### config.mk
export PLATFORM = sky130hd
export DESIGN_NAME = series_job_sequencer
export DESIGN_NICKNAME = d
export VERILOG_FILES = /design/src/rtl/series_job_sequencer.sv
export SDC_FILE = /design/constraint.sdc
export NUM_CORES = 1
export LEC_CHECK = 0
export CORE_ASPECT_RATIO = 0.9
export CORE_MARGIN = 2
export CORE_UTILIZATION = 46
export CTS_CLUSTER_DIAMETER = 100
export CTS_CLUSTER_SIZE = 30
export DETAILED_ROUTE_END_ITERATION = 7
export PLACE_DENSITY = 0.83
export SKIP_LAST_GASP = 1
export SLEW_MARGIN = 30
export SYNTH_ARGS = -nofsm -noshare
export SYNTH_HDL_FRONTEND = slang
export SYNTH_SLANG_ARGS = --single-unit
### constraint.sdc
create_clock -name clk -period 2.7 [get_ports clk]
set_input_delay 0.54 -clock clk [delete_from_list [all_inputs] [get_ports clk]]
set_output_delay 0.54 -clock clk [all_outputs]
set_load 0.01 [all_outputs]
### src/rtl/series_job_sequencer.sv
`default_nettype none
// ============================================================================
// Module   : series_job_sequencer
// Brief    : Walks a programmed job table, driving the series-evaluation
//            datapath with sample streams and collecting tagged results.
// Revision : 1.0 - initial release
// ============================================================================
module series_job_sequencer #(
    parameter int NUM_SAMPLES = 20,
    parameter int MAX_JOBS    = 8,
    parameter int DRAIN_SHORT = 3,
    parameter int DRAIN_LONG  = 7
) (
    input  logic                        clk,
    input  logic                        rst,
    input  logic                        cfg_we,
    input  logic [$clog2(MAX_JOBS)-1:0] cfg_addr,
    input  logic [2:0]                  cfg_order,
    input  logic                        go,
    output logic [4:0]                  smp_addr,
    input  logic [7:0]                  smp_data,
    output logic                        dp_start,
    output logic [2:0]                  dp_n,
    output logic [7:0]                  dp_x,
    output logic                        dp_x_valid,
    input  logic                        dp_ready,
    input  logic                        dp_valid,
    input  logic                        dp_overflow,
    input  logic                        dp_error,
    input  logic [7:0]                  dp_y,
    output logic                        res_valid,
    output logic [7:0]                  res_y,
    output logic                        res_ovf,
    output logic [$clog2(MAX_JOBS)-1:0] res_job,
    output logic [15:0]                 res_cnt,
    output logic [15:0]                 ovf_cnt,
    output logic                        busy,
    output logic                        done,
    output logic                        err
);

    localparam int c_JW = $clog2(MAX_JOBS);
    localparam int c_DW = $clog2(DRAIN_LONG + 1);

    localparam logic [c_JW-1:0] c_JOB_ONE   = 1;
    localparam logic [c_JW-1:0] c_LAST_JOB  = c_JW'(MAX_JOBS - 1);
    localparam logic [4:0]      c_IDX_ONE   = 5'd1;
    localparam logic [4:0]      c_LAST_IDX  = 5'(NUM_SAMPLES - 1);
    localparam logic [c_DW-1:0] c_DRAIN_S   = c_DW'(DRAIN_SHORT);
    localparam logic [c_DW-1:0] c_DRAIN_L   = c_DW'(DRAIN_LONG);
    localparam logic [c_DW-1:0] c_DRAIN_ONE = 1;

    typedef enum logic [2:0] {
        S_IDLE  = 3'd0,
        S_START = 3'd1,
        S_SETUP = 3'd2,
        S_FEED  = 3'd3,
        S_DRAIN = 3'd4,
        S_NEXT  = 3'd5,
        S_DONE  = 3'd6,
        S_ERR   = 3'd7
    } state_t;

    state_t          r_state;
    state_t          w_state_nxt;
    logic [2:0]      r_table [MAX_JOBS];
    logic [c_JW-1:0] r_job;
    logic [2:0]      r_dp_n;
    logic [4:0]      r_idx;
    logic [c_DW-1:0] r_drain;
    logic            r_res_valid;
    logic [7:0]      r_res_y;
    logic            r_res_ovf;
    logic [c_JW-1:0] r_res_job;
    logic [15:0]     r_res_cnt;
    logic [15:0]     r_ovf_cnt;
    logic            r_err;

    logic            w_dp_start;
    logic            w_x_valid;
    logic            w_done;
    logic            w_go_ok;
    logic            w_load_n;
    logic [2:0]      w_n_val;
    logic            w_job_inc;
    logic            w_idx_clr;
    logic            w_idx_inc;
    logic            w_drain_load;
    logic            w_set_err;
    logic            w_capture;
    logic [2:0]      w_entry0;
    logic [2:0]      w_next_order;

    // A write issued together with go must already be visible to the list walk.
    assign w_entry0     = (cfg_we && (cfg_addr == '0)) ? cfg_order : r_table[0];
    assign w_next_order = r_table[r_job + c_JOB_ONE];
    assign w_capture    = dp_valid && (r_state != S_IDLE);

    always_comb begin
        w_state_nxt  = r_state;
        w_dp_start   = 1'b0;
        w_x_valid    = 1'b0;
        w_done       = 1'b0;
        w_go_ok      = 1'b0;
        w_load_n     = 1'b0;
        w_n_val      = r_dp_n;
        w_job_inc    = 1'b0;
        w_idx_clr    = 1'b0;
        w_idx_inc    = 1'b0;
        w_drain_load = 1'b0;
        w_set_err    = 1'b0;
        case (r_state)
            S_IDLE: begin
                if (go) begin
                    w_go_ok     = 1'b1;
                    w_load_n    = 1'b1;
                    w_n_val     = w_entry0;
                    w_state_nxt = (w_entry0 == 3'd0) ? S_DONE : S_START;
                end
            end
            S_START: begin
                if (dp_error || (r_dp_n == 3'd1)) begin
                    w_set_err   = 1'b1;
                    w_state_nxt = S_ERR;
                end else begin
                    w_dp_start  = 1'b1;
                    w_state_nxt = S_SETUP;
                end
            end
            S_SETUP: begin
                if (dp_error) begin
                    w_set_err   = 1'b1;
                    w_state_nxt = S_ERR;
                end else begin
                    w_idx_clr   = 1'b1;
                    w_state_nxt = S_FEED;
                end
            end
            S_FEED: begin
                if (dp_error) begin
                    w_set_err   = 1'b1;
                    w_state_nxt = S_ERR;
                end else if (dp_ready) begin
                    w_x_valid = 1'b1;
                    w_idx_inc = 1'b1;
                    if (r_idx == c_LAST_IDX) begin
                        w_drain_load = 1'b1;
                        w_state_nxt  = S_DRAIN;
                    end
                end
            end
            S_DRAIN: begin
                if (dp_error) begin
                    w_set_err   = 1'b1;
                    w_state_nxt = S_ERR;
                end else if (r_drain <= c_DRAIN_ONE) begin
                    w_state_nxt = S_NEXT;
                end
            end
            S_NEXT: begin
                if ((r_job == c_LAST_JOB) || (w_next_order == 3'd0)) begin
                    w_state_nxt = S_DONE;
                end else begin
                    w_job_inc   = 1'b1;
                    w_load_n    = 1'b1;
                    w_n_val     = w_next_order;
                    w_state_nxt = S_START;
                end
            end
            S_DONE, S_ERR: begin
                w_done      = 1'b1;
                w_state_nxt = S_IDLE;
            end
            default: w_state_nxt = S_IDLE;
        endcase
    end

    always_ff @(posedge clk or posedge rst) begin
        if (rst) begin
            r_state     <= S_IDLE;
            for (int i = 0; i < MAX_JOBS; i++) r_table[i] <= '0;
            r_job       <= '0;
            r_dp_n      <= '0;
            r_idx       <= '0;
            r_drain     <= '0;
            r_res_valid <= 1'b0;
            r_res_y     <= '0;
            r_res_ovf   <= 1'b0;
            r_res_job   <= '0;
            r_res_cnt   <= '0;
            r_ovf_cnt   <= '0;
            r_err       <= 1'b0;
        end else begin
            r_state <= w_state_nxt;
            if (cfg_we && (r_state == S_IDLE)) r_table[cfg_addr] <= cfg_order;
            if (w_go_ok)        r_job <= '0;
            else if (w_job_inc) r_job <= r_job + c_JOB_ONE;
            if (w_load_n) r_dp_n <= w_n_val;
            if (w_idx_clr)      r_idx <= '0;
            else if (w_idx_inc) r_idx <= r_idx + c_IDX_ONE;
            // Drain length follows the pipeline depth implied by the job order.
            if (w_drain_load)              r_drain <= (r_dp_n <= 3'd4) ? c_DRAIN_S : c_DRAIN_L;
            else if (r_state == S_DRAIN)   r_drain <= r_drain - c_DRAIN_ONE;
            if (w_go_ok)        r_err <= 1'b0;
            else if (w_set_err) r_err <= 1'b1;
            r_res_valid <= w_capture;
            if (w_capture) begin
                r_res_y   <= dp_y;
                r_res_ovf <= dp_overflow;
                r_res_job <= r_job;
            end
            if (w_go_ok) begin
                r_res_cnt <= '0;
                r_ovf_cnt <= '0;
            end else if (w_capture) begin
                r_res_cnt <= r_res_cnt + 16'd1;
                if (dp_overflow && (r_ovf_cnt != 16'hFFFF)) r_ovf_cnt <= r_ovf_cnt + 16'd1;
            end
        end
    end

    assign smp_addr   = r_idx;
    assign dp_start   = w_dp_start;
    assign dp_n       = r_dp_n;
    assign dp_x       = (r_state == S_FEED) ? smp_data : 8'd0;
    assign dp_x_valid = w_x_valid;
    assign res_valid  = r_res_valid;
    assign res_y      = r_res_y;
    assign res_ovf    = r_res_ovf;
    assign res_job    = r_res_job;
    assign res_cnt    = r_res_cnt;
    assign ovf_cnt    = r_ovf_cnt;
    assign busy       = (r_state != S_IDLE);
    assign done       = w_done;
    assign err        = r_err;

endmodule
`default_nettype wire
==> impl_results.md <==
* Final instance area at just under 0.006 sq mm
* Most frequent cells in the layout: clkdlybuf4s50_1, dfrtp_1, nand2_1, nor2_1, mux2_2
* Max-Cap Viols at 0
* Final ANT Viol Nets at 0
* Largest net degree at the start of global routing at 43
* Post-synthesis cell count at 434
* Syn_area_per_cell at 10.3 sq um
* Synth unique cells at 55
* First-pass GRT wire length at 17.4 mm
* Vias in the first global route at 3,506
* Internal reg-to-reg setup slack at around 100 ps
* RSZ-0062 raised after global routing: false
* Post-layout minimum cycle time at 2600 ps
* Top_reg_cell synth: dfrtp_1
* PD cells at 901 mW/mm^2
* Commonest non-fill, non-tap cell in the layout: clkdlybuf4s50_1
* Reg2reg end: dp_n[0]
* TritonCTS clock tree: done
* Sequential share of power at between 30% and 40%
* Min-Delay Path Class: flop to flop
* Slew margin rel. at between 50% and 60%
* Die H at around 100 um
* IO Pins at 96
* Area leader, netlist: dfrtp_1
* Post-synth top area share at 48.8%
* Remaining global-route overflow at 0
* Static leakage at ~0.0026 uW
* Status: complete, no violations
* Area contributors post-synth: dfrtp_1, mux2_2, nand2_1, xnor2_1, nor2_1
* Setup_tns at 0 ps
* Fill count at 790
* Final WL at 10.5 mm
* Initial antenna violation count at 0
* CTS buffer count at 9
* Synthesized area at approximately 0.0045 sq mm
* Post_cts resized at 0
* Clock Power Share at 21.2%
* HP Start: res_y[1]
* Initial Util at 46.7%
* CTS root buffer: clkbuf_8
* Reg2reg path depth at 6
* Area of the multi-input gates at 0.00215 sq mm
* Fmax at ~0.38 GHz
* Sequential-to-total area share from yosys stat at 48.8%
* DR DRC count at 0
* Switch share at 34.9%
* Via Count at ~3,600
* Worst EP required at 2940 ps
* CTS H-tree depth at 3
* Worst vdd ir at 588 uV
* TritonRoute pass-1 iters at 4
* Worst setup SP type: flop
* Core region area at 0.00957 sq mm
* DR iter-0 viols at between 200 and 250
* Setup crit end kind: flop
* Clk Latency, worst-skew pair at between 300 and 400 ps
* Worst Tran Pin Value at 692 ps
* Skew final at 10.9 ps
* Share of cells above drive strength 1 at 14.7%
* Overall Global Routing Usage at 20.9%
* Post-DP HPWL at between 8 and 9 mm
* FF+latch count, synth at 87
* Syn Nets at 471
* Asr flop ratio synth at 100%
* Period utilization at a little over nine tenths
* Horiz. Die Dim at between 100 and 150 um
* Clk slew on worst S/H paths at 80 ps
* Yosys Warn Count at 0
* Worst-path maximum fanout at 7
* Post-CTS setup buffer count at 0
* DR vias/cell at around 5.3
* Storage cell area at 0.00218 sq mm
* Sw Pwr at around 1800 uW
* Hold path cells at 2
* Antenna cell count at 0
* Final core occ at 61.5%
* Reg2Reg Launch Point: r_job[1]
* WHS Endpoint: res_y[1]
* Worst path arrival time at around 2800 ps
* WL per Instance at 15.7 um
* Combinational group share of total power at approximately two fifths
* Post-synth EDFFs at 0
* Nets@finish at around 580
* Sink Count at 87
* Area grow syn2layout at 31.8%
* Die area at 0.0105 sq mm
* Kind of critical path: flop to flop
* Buffers on Ports at 95
* Hold_buf cts at 0
* Clock Tree Buf Depth at 2
* Final Max Tran Viols at 0
* Final Hold Fails at 0
* Num rows at 34
* Setup violations, final at 0
* Dpl cell area at 0.00562 sq mm
* Cell-internal power at 3450 uW
* Final GP Congestion at around 0.86
==> layout make-up <==
| class | instances | area share (%) |
|---|---|---|
| Inverter | 14 | 0.957 |
| Multi-Input combinational cell | 314 | 36.6 |
| Clock inverter | 6 | 1.98 |
| Timing Repair Buffer | 113 | 18.5 |
| Sequential cell | 87 | 37.0 |
| Clock buffer | 10 | 2.34 |
| Tap cell | 126 | 2.68 |
==> synthesized netlist by cell type, drive strengths merged, types with 5 or more instances <==
cell type	n
a21oi	8
and3	10
buf	7
clkbuf	12
dfrtp	87
ha	7
inv	14
mux2	30
mux2i	5
mux4	6
nand2	75
nand3	13
nand4	10
nor2	40
nor3	14
nor3b	5
nor4	5
o21ai	19
or3	7
xnor2	20
xor2	8
==> state kept, by name, indices dropped and copies added (netlist names), 3 cells and up <==
| signal | count |
|---|---|
| r_table | 24 |
| dp_n | 3 |
| ovf_cnt | 16 |
| res_cnt | 16 |
| r_state | 3 |
| r_drain | 3 |
| smp_addr | 5 |
| res_y | 8 |
| r_job | 3 |
| res_job | 3 |
==> per-layer routing <==
metal,vias up,GRT usage (%),routed length [um]
met3,12,5.03,590
met2,108,34.5,5210
met4,0,5.33,133
li1,1713,-,-
met1,1742,27.5,4610
met5,-,0,0
==> power groups by stage <==
stage	clock [uW]	combinational (uW)	sequential, uW
2_1_floorplan	0	1390	1980
3_3_place_gp	0	2070	2010
3_5_place_dp	0	2150	2030
4_1_cts	1150	2160	2010
5_1_grt	1200	2340	2080
6_report	1120	2150	2030
==> worst max-delay path, cell delays in order, from the launching register on <==
cell and delay, ps:
dfrtp_1 410, ha_1 480, mux4_1 680, mux2i_4 240
a311oi_4 190, nor2_4 180, mux2_4 310
==> metrics by stage <==
stage          cells  worst slack, ps  hold WS [ps]  total power, uW
3_3_place_gp     654              125           458             4080
5_1_grt          670             30.3           511             5610
4_1_cts          670             59.8           486             5330
6_report         670              100           482             5300
3_5_place_dp     654              112           466             4180
2_1_floorplan    434              391           465             3370
==> how the worst max path moves through the flow <==
| stage | startpoint | to | slack, ps | depth (start not counted) |
|---|---|---|---|---|
| 3_5_place_dp | dp_error | dp_x_valid | 110 | 5 |
| 2_1_floorplan | r_job[0] | dp_n[0] | 390 | 7 |
| 4_1_cts | r_state[2] | dp_x[4] | 60 | 3 |
| 5_1_grt | dp_error | dp_x_valid | 30 | 5 |
| 6_report | r_job[1] | dp_n[0] | 100 | 6 |
| 3_3_place_gp | dp_error | dp_x_valid | 130 | 5 |
==> cells by family after synthesis <==
kind of cell | after synthesis | synth area share, %
multiplexers | 41 | 12.9
XOR/XNOR | 28 | 5.49
AND/OR/NAND/NOR | 196 | 21.5
AO/OA/AOI/OAI | 42 | 6.16
buffers and inverters | 33 | 3.22
flip-flops | 87 | 48.8
adder cells (fa/ha/maj) | 7 | 1.96
(Power assumes the default switching activity.)
